[src/rtl/lsu_pkg.sv]
// Shared definitions for the load/store unit: size encodings, FSM states
// and the byte-enable / lane helpers used by lsu_align.
package lsu_pkg;

    localparam logic [1:0] SIZE_BYTE = 2'b00;
    localparam logic [1:0] SIZE_HALF = 2'b01;
    localparam logic [1:0] SIZE_WORD = 2'b10;

    typedef enum logic [1:0] {
        IDLE,
        REQ,
        RESP,
        DONE
    } lsu_state_t;

    // The decoder never emits 2'b11, but it is folded onto a word access.
    function automatic logic [1:0] norm_size(input logic [1:0] size);
        return (size == 2'b11) ? SIZE_WORD : size;
    endfunction

    function automatic logic [3:0] byte_enable(input logic [1:0] size,
                                               input logic [1:0] ofs);
        case (size)
            SIZE_BYTE: return 4'b0001 << ofs;
            SIZE_HALF: return 4'b0011 << {ofs[1], 1'b0};
            default:   return 4'b1111;
        endcase
    endfunction

    function automatic logic [31:0] align_addr(input logic [1:0] size,
                                               input logic [31:0] addr);
        case (size)
            SIZE_BYTE: return addr;
            SIZE_HALF: return {addr[31:1], 1'b0};
            default:   return {addr[31:2], 2'b00};
        endcase
    endfunction

    function automatic logic is_misaligned(input logic [1:0] size,
                                           input logic [1:0] ofs);
        case (size)
            SIZE_BYTE: return 1'b0;
            SIZE_HALF: return ofs[0];
            default:   return (ofs != 2'b00);
        endcase
    endfunction

    function automatic logic [31:0] lane_extend(input logic [1:0]  size,
                                                input logic [1:0]  ofs,
                                                input logic        is_unsigned,
                                                input logic [31:0] rdata);
        logic [31:0] byte_sh;
        logic [31:0] half_sh;
        logic [7:0]  b;
        logic [15:0] h;
        byte_sh = rdata >> {ofs, 3'b000};
        half_sh = rdata >> {ofs[1], 4'b0000};
        b = byte_sh[7:0];
        h = half_sh[15:0];
        case (size)
            SIZE_BYTE: return is_unsigned ? {24'b0, b} : {{24{b[7]}}, b};
            SIZE_HALF: return is_unsigned ? {16'b0, h} : {{16{h[15]}}, h};
            default:   return rdata;
        endcase
    endfunction

endpackage

[src/rtl/lsu_bus_if.sv]
// Single-outstanding request/grant/rvalid data bus between the LSU and memory.
interface lsu_bus_if;

    logic        req;
    logic        we;
    logic [31:0] addr;
    logic [3:0]  be;
    logic [31:0] wdata;
    logic        gnt;
    logic        rvalid;
    logic [31:0] rdata;

    modport master (
        output req, we, addr, be, wdata,
        input  gnt, rvalid, rdata
    );

    modport slave (
        input  req, we, addr, be, wdata,
        output gnt, rvalid, rdata
    );

endinterface

[src/rtl/lsu_align.sv]
// Lane logic shared by both paths: byte enables and store replication on the
// way out, lane select plus sign/zero extension on the way back.
module lsu_align
    import lsu_pkg::*;
(
    input  logic [1:0]  size,
    input  logic [1:0]  ofs,
    input  logic        is_unsigned,
    input  logic [31:0] wdata,
    input  logic [31:0] rdata,
    output logic [3:0]  be,
    output logic [31:0] wdata_rep,
    output logic [31:0] rdata_ext
);

    always_comb begin
        be        = byte_enable(size, ofs);
        rdata_ext = lane_extend(size, ofs, is_unsigned, rdata);
        case (size)
            SIZE_BYTE: wdata_rep = {4{wdata[7:0]}};
            SIZE_HALF: wdata_rep = {2{wdata[15:0]}};
            default:   wdata_rep = wdata;
        endcase
    end

endmodule

[src/rtl/load_store_unit.sv]
// Multi-cycle load/store unit driving a single-outstanding bus.
// Optional feature: LSU_MISALIGN_TRAP_EN traps misaligned accesses instead of aligning them.
module load_store_unit
    import lsu_pkg::*;
#(
    parameter int unsigned TIMEOUT_CYCLES = 255
) (
    input  logic        i_clk,
    input  logic        i_rst,
    input  logic        i_valid,
    input  logic        i_load,
    input  logic        i_store,
    input  logic [1:0]  i_size,
    input  logic        i_unsigned,
    input  logic [31:0] i_addr,
    input  logic [31:0] i_wdata,
    output logic        o_stall,
    output logic        o_done,
    output logic [31:0] o_rdata,
    output logic        o_err,
    output logic        o_misaligned,
    lsu_bus_if.master   bus
);

    localparam int unsigned CNT_W = (TIMEOUT_CYCLES > 255) ? $clog2(TIMEOUT_CYCLES + 1) : 8;
    localparam logic [CNT_W-1:0] CNT_LIMIT =
        (TIMEOUT_CYCLES == 0) ? '0 : CNT_W'(TIMEOUT_CYCLES - 1);

    lsu_state_t  state;
    lsu_state_t  state_nx;

    logic        access;
    logic        mis_access;
    logic [1:0]  acc_size;
    logic [31:0] acc_addr;

    logic [31:0] addr_q;
    logic [31:0] wdata_q;
    logic [1:0]  size_q;
    logic        uns_q;
    logic        we_q;
    logic [CNT_W-1:0] cnt;

    logic        timeout_hit;
    logic        gnt_hit;
    logic        resp_hit;
    logic        enter_done;

    logic [3:0]  be;
    logic [31:0] wdata_rep;
    logic [31:0] rdata_ext;
    logic [31:0] rdata_q;
    logic        err_q;

    assign access   = i_valid && (i_load || i_store);
    assign acc_size = norm_size(i_size);

`ifdef LSU_MISALIGN_TRAP_EN
    logic mis_q;
    assign acc_addr     = i_addr;
    assign mis_access   = is_misaligned(acc_size, i_addr[1:0]);
    assign o_misaligned = mis_q;
`else
    assign acc_addr     = align_addr(acc_size, i_addr);
    assign mis_access   = 1'b0;
    assign o_misaligned = 1'b0;
`endif

    assign timeout_hit = (TIMEOUT_CYCLES != 0) && ((state == REQ) || (state == RESP))
                         && (cnt == CNT_LIMIT);
    assign gnt_hit     = (state == REQ) && bus.gnt;
    assign resp_hit    = (state == RESP) && bus.rvalid;
    assign enter_done  = (state != DONE) && (state_nx == DONE);

    lsu_align u_align (
        .size        (size_q),
        .ofs         (addr_q[1:0]),
        .is_unsigned (uns_q),
        .wdata       (wdata_q),
        .rdata       (bus.rdata),
        .be          (be),
        .wdata_rep   (wdata_rep),
        .rdata_ext   (rdata_ext)
    );

    always_ff @(posedge i_clk or posedge i_rst) begin
        if (i_rst) begin
            state <= IDLE;
        end else begin
            state <= state_nx;
        end
    end

    // Grant beats timeout in REQ and rvalid beats timeout in RESP.
    always_comb begin
        state_nx = state;
        case (state)
            IDLE: begin
                if (access) begin
                    state_nx = mis_access ? DONE : REQ;
                end
            end
            REQ: begin
                if (bus.gnt) begin
                    state_nx = we_q ? DONE : RESP;
                end else if (timeout_hit) begin
                    state_nx = DONE;
                end
            end
            RESP: begin
                if (bus.rvalid || timeout_hit) begin
                    state_nx = DONE;
                end
            end
            DONE:    state_nx = IDLE;
            default: state_nx = IDLE;
        endcase
    end

    always_comb begin
        o_stall   = !i_rst && (((state == IDLE) && access) || (state == REQ) || (state == RESP));
        o_done    = (state == DONE);
        o_rdata   = rdata_q;
        o_err     = err_q;
        bus.req   = (state == REQ);
        bus.we    = (state == REQ) && we_q;
        bus.addr  = (state == REQ) ? {addr_q[31:2], 2'b00} : '0;
        bus.be    = (state == REQ) ? be : '0;
        bus.wdata = (state == REQ) ? wdata_rep : '0;
    end

    always_ff @(posedge i_clk or posedge i_rst) begin
        if (i_rst) begin
            addr_q  <= '0;
            wdata_q <= '0;
            size_q  <= '0;
            uns_q   <= 1'b0;
            we_q    <= 1'b0;
            cnt     <= '0;
            rdata_q <= '0;
            err_q   <= 1'b0;
`ifdef LSU_MISALIGN_TRAP_EN
            mis_q   <= 1'b0;
`endif
        end else begin
            if ((state == IDLE) && access) begin
                addr_q  <= acc_addr;
                wdata_q <= i_wdata;
                size_q  <= acc_size;
                uns_q   <= i_unsigned;
                we_q    <= i_store;
            end
            if ((state == REQ) || (state == RESP)) begin
                cnt <= cnt + 1'b1;
            end else begin
                cnt <= '0;
            end
            if (enter_done) begin
                rdata_q <= resp_hit ? rdata_ext : '0;
                err_q   <= timeout_hit && !resp_hit && !gnt_hit;
`ifdef LSU_MISALIGN_TRAP_EN
                mis_q   <= (state == IDLE);
`endif
            end
        end
    end

endmodule

[src/flat_wrapper.sv]
// flat-port wrapper written by rule: the top's interface ports become plain ports
module load_store_unit_flat import lsu_pkg::*;
#(
    parameter int unsigned TIMEOUT_CYCLES = 255
)
  (i_clk, i_rst, i_valid, i_load, i_store, i_size, i_unsigned, i_addr, i_wdata, o_stall, o_done, o_rdata, o_err, o_misaligned, bus_req, bus_we, bus_addr, bus_be, bus_wdata, bus_gnt, bus_rvalid, bus_rdata);
  lsu_bus_if bus_i ();
  input  logic i_clk;
  input  logic i_rst;
  input  logic i_valid;
  input  logic i_load;
  input  logic i_store;
  input  logic [1:0] i_size;
  input  logic i_unsigned;
  input  logic [31:0] i_addr;
  input  logic [31:0] i_wdata;
  output logic o_stall;
  output logic o_done;
  output logic [31:0] o_rdata;
  output logic o_err;
  output logic o_misaligned;
  output wire logic [$bits(bus_i.req)-1:0] bus_req;
  output wire logic [$bits(bus_i.we)-1:0] bus_we;
  output wire logic [$bits(bus_i.addr)-1:0] bus_addr;
  output wire logic [$bits(bus_i.be)-1:0] bus_be;
  output wire logic [$bits(bus_i.wdata)-1:0] bus_wdata;
  input wire logic [$bits(bus_i.gnt)-1:0] bus_gnt;
  input wire logic [$bits(bus_i.rvalid)-1:0] bus_rvalid;
  input wire logic [$bits(bus_i.rdata)-1:0] bus_rdata;
  assign bus_req = bus_i.req;
  assign bus_we = bus_i.we;
  assign bus_addr = bus_i.addr;
  assign bus_be = bus_i.be;
  assign bus_wdata = bus_i.wdata;
  assign bus_i.gnt = bus_gnt;
  assign bus_i.rvalid = bus_rvalid;
  assign bus_i.rdata = bus_rdata;
  load_store_unit #(.TIMEOUT_CYCLES(TIMEOUT_CYCLES)) u_core (.i_clk(i_clk), .i_rst(i_rst), .i_valid(i_valid), .i_load(i_load), .i_store(i_store), .i_size(i_size), .i_unsigned(i_unsigned), .i_addr(i_addr), .i_wdata(i_wdata), .o_stall(o_stall), .o_done(o_done), .o_rdata(o_rdata), .o_err(o_err), .o_misaligned(o_misaligned), .bus(bus_i));
endmodule
[config.mk]
export PLATFORM = sky130hd
export DESIGN_NAME = load_store_unit_flat
export DESIGN_NICKNAME = d
export VERILOG_FILES = /design/src/rtl/lsu_pkg.sv /design/src/rtl/lsu_bus_if.sv /design/src/rtl/lsu_align.sv /design/src/rtl/load_store_unit.sv /design/src/flat_wrapper.sv
export SDC_FILE = /design/constraint.sdc
export NUM_CORES = 1
export LEC_CHECK = 0
export ABC_AREA = 0
export CORE_MARGIN = 2
export CORE_UTILIZATION = 46
export CTS_BUF_LIST = sky130_fd_sc_hd__clkbuf_16
export DETAILED_ROUTE_END_ITERATION = 8
export PLACE_DENSITY = 0.83
export SLEW_MARGIN = 20
export SYNTH_ARGS = -nofsm -noshare
export SYNTH_HDL_FRONTEND = slang
export SYNTH_SLANG_ARGS = --single-unit
[constraint.sdc]
create_clock -name i_clk -period 4.4 [get_ports i_clk]
set_input_delay 0.88 -clock i_clk [delete_from_list [all_inputs] [get_ports i_clk]]
set_output_delay 0.88 -clock i_clk [all_outputs]
set_load 0.01 [all_outputs]
==> results.toml <==
[worst_setup_path]
cp_cell_sequence = "inv_1 > ha_2 > buf_4 > a21boi_0 > clkdlybuf4s50_1"
timing.critical_path.buf_inv = 3
critPathRequiredTime_ns = 3.52
crit_end_category = "output port"
critPathMaxFanout = 55
critical_path_class = "reg2out"
cp_data_arrival_time_ns = 2.86
critPathLaunchType = "flip-flop"
critPathSlowestCell = "sky130_fd_sc_hd__ha_2"
max_stage_delay_ns = 0.77
cpLargestDelayFamily = "buffers and inverters"

[final_layout]
num_antenna_cells = 0
final_net_count = 847
share_of_layout_cells_above_drive_strength_1_pct = 13.6
final_cells = 910
nFillCells = 986
areaGrowthSynthToFinish_pct = 40.5
finalCoreUtilization_pct = 66.3

[pwr]
peakVddDrop_v = 0.000319
power_share_of_the_sequential_group_pct = 35.1
clock_power_share_pct = 14.4
leakage_power_of_the_design_nw = 3.64
power.combinational.fraction_pct = 50.6
power.density_cell_area_mw_per_mm2 = 625
cellInternalPower_mw = 3.29
power.switching_mw = 1.96
power.switching_fraction_pct = 37.4

[place]
place.detailed.hpwl_um = 11800
dpl.cell_count = 894
routability_driven_placement_congestion_ratio = 0.903
number_of_buffers_inserted_by_port_buffering = 208

[timing]
rsz0062_at_grt = "false"
worst_pin_slew_ns = 1.04
layout_min_cycle_time_ns = 3.74
finalHoldViolCount = 0
setup_violations = 0
timing.final.crit_share_pct = 85.0
timing.max_slew.rel_slack_pct = 30.4
clock.fmax_mhz = 268
worst_clk_skew_ns = 0.00603
aggregate_negative_setup_slack_ns = 0
final-max-slew-violation-count = 0

[synthesis]
synth.avg_cell_area_um2 = 10.9
netlist-cell-type-count = 42
post-synth-top-area-fraction_pct = 46.5
ys_top_cells_by_area = "sky130_fd_sc_hd__dfrtp_1 46%, sky130_fd_sc_hd__mux2_2 13%, sky130_fd_sc_hd__mux2i_1 6.9%"
yosys.cell_count.top_type = "sky130_fd_sc_hd__dfrtp_1"
synthesis.yosys.warnings = 0
post_synth_inst_count = 547
synth_top_area_cell = "sky130_fd_sc_hd__dfrtp_1"
synth.cell_area_mm2 = 0.00598
synth_edf_count = 0
ffs_latches_synth = 111
primary_ff_master_synth = "sky130_fd_sc_hd__dfrtp_1"
synth_commonest_cells = "111 x sky130_fd_sc_hd__dfrtp_1, 68 x sky130_fd_sc_hd__mux2_2, 47 x sky130_fd_sc_hd__and2_1, 41 x sky130_fd_sc_hd__mux2i_1, 33 x sky130_fd_sc_hd__a21oi_1"
synth_async_sr_flop_share_pct = 100
ys_seq_area_share_pct = 46.5

[clock_network]
post_cts_sizing = 0
cts.sink_count = 111
post-cts-setup-buffer-count = 0
tritoncts = "yes"
post_cts_hold_buffer_count = 0
clk-insertion-delay-late_ns = 0.35
cts.root.buffer_cell = "sky130_fd_sc_hd__clkbuf_16"
cts_buffers = 9
max-clock-path-buffers = 2
cts-htree-levels = 3
clk_transition_reported_paths_ns = 0.07

[global_routing]
grt.overflow.total = 0
grt_pass1_vias = 5010
grt.total_usage_pct = 24.1
largest_net_degree_at_the_start_of_global_routing = 72
global_route_wire_length_before_repair_um = 26700
antenna_violations_before_repair = 0

[detailed_routing]
detail_route.wirelength_um = 16700
num_vias = 4932
viasPerCell = 5.42
detail_route.first_pass.iterations = 5
ant_nets = 0
drcViolationCount = 0
detail_route.wl_per_cell_um = 18.3
drt_iter0_markers = 284

[run]
drv.max_cap_violation_count = 0

[run_status]
result_of_the_run = "finished, final reports clean"

[floorplan]
fp-row-count = 41
dieArea_mm2 = 0.0139
ioPinCount = 212
floorplan.core_area_mm2 = 0.0127
die_h_um = 118
floorplan.initialDensity_pct = 47.2
die_width_um = 118

[min_path]
timing.hold.worst.class = "reg2reg"
## layer usage
layer  share of wire [%]  global-route usage (%)  vias up
li1                    -                       -     2264
met1                  41                    29.7     2422
met2                  48                    40.3      223
met3                 8.5                    7.17       23
met4                 1.8                    8.13        0
met5                   0                       0        -
## final timing paths
kind                                         from                  to  slack [ns]  depth (start not counted)
worst max-delay path              u_core.state[1]        bus_wdata[8]        0.66                          5
worst min-delay path            u_core.addr_q[31]   u_core.addr_q[31]        0.50                          1
worst max register to register    u_core.state[1]  u_core.o_rdata[17]        0.97                          8
worst min register to register  u_core.addr_q[31]   u_core.addr_q[31]        0.50                          1
max in group asynchronous                   i_rst    u_core.addr_q[8]        2.55                          3
min in group asynchronous                   i_rst       u_core.cnt[1]        1.07                          2
## power groups by stage
stage | Combinational [mW] | Clock [mW] | Sequential [mW]
final | 2.66 | 0.755 | 1.84
after global routing | 2.87 | 0.805 | 1.91
after CTS | 2.68 | 0.772 | 1.84
after detailed placement | 2.65 | 0 | 1.86
after global placement | 2.59 | 0 | 1.83
after floorplan | 1.69 | 0 | 1.71
## cell families (layout without fill, tap and decap cells)
| kind of cell | count (synthesis) | after routing | share of synthesized area (%) |
|---|---|---|---|
| simple gates | 137 | 137 | 13.1 |
| mux | 118 | 118 | 21.8 |
| flops | 111 | 111 | 46.5 |
| compound gates | 96 | 96 | 10.5 |
| buf+inv | 70 | 259 | 5.51 |
| fa+ha+maj | 8 | 8 | 1.67 |
| xor+xnor | 6 | 6 | 0.879 |
| other cells | 1 | 3 | 0.0627 |
## cell type report
| class | count | area (um^2) | share of cell area (%) |
|---|---|---|---|
| Inverter | 28 | 108 | 1.28 |
| Timing Repair Buffer | 215 | 2150 | 25.6 |
| Tap cell | 172 | 215 | 2.56 |
| Multi-Input combinational cell | 368 | 2890 | 34.4 |
| Clock inverter | 7 | 41.3 | 0.492 |
| Sequential cell | 111 | 2780 | 33.1 |
| Clock buffer | 9 | 225 | 2.68 |
## flip-flops by register name, summed over array words and instances (netlist names)
register	flops
u_core.cnt	8
u_core.addr_q	32
u_core.state	2
u_core.size_q	2
u_core.uns_q	1
u_core.o_rdata	32
u_core.we_q	1
u_core.o_err	1
u_core.wdata_q	32
## placed cells by master, fill, tap and decap left out, drive strengths merged, types with 2 or more instances in the layout
| cell | count |
|---|---|
| buf | 7 |
| conb | 3 |
| clkdlybuf4s50 | 208 |
| inv | 29 |
| a21oi | 33 |
| clkinv | 5 |
| o211a | 10 |
| nor2 | 12 |
| or4 | 2 |
| nor2b | 21 |
| and2 | 47 |
| dfrtp | 111 |
| o21ai | 16 |
| nand2 | 24 |
| a21boi | 10 |
| o221ai | 7 |
| a31oi | 7 |
| xnor2 | 5 |
| nand2b | 4 |
| nand3 | 13 |
| nand4 | 3 |
| clkbuf | 9 |
| mux2 | 77 |
| nor3b | 7 |
| a22oi | 8 |
| ha | 8 |
| mux2i | 41 |
## stage by stage
| step | area (um^2) | power (mW) | hold slack, ns | worst slack, ns |
|---|---|---|---|---|
| floorplan | 5980 | 3.41 | 0.471 | 0.589 |
| global placement | 8130 | 4.41 | 0.481 | 0.935 |
| detailed placement | 8130 | 4.50 | 0.486 | 0.807 |
| CTS | 8400 | 5.29 | 0.502 | 0.617 |
| global route | 8400 | 5.58 | 0.517 | 0.414 |
| finish | 8400 | 5.25 | 0.501 | 0.662 |
(Power assumes the default switching activity.)
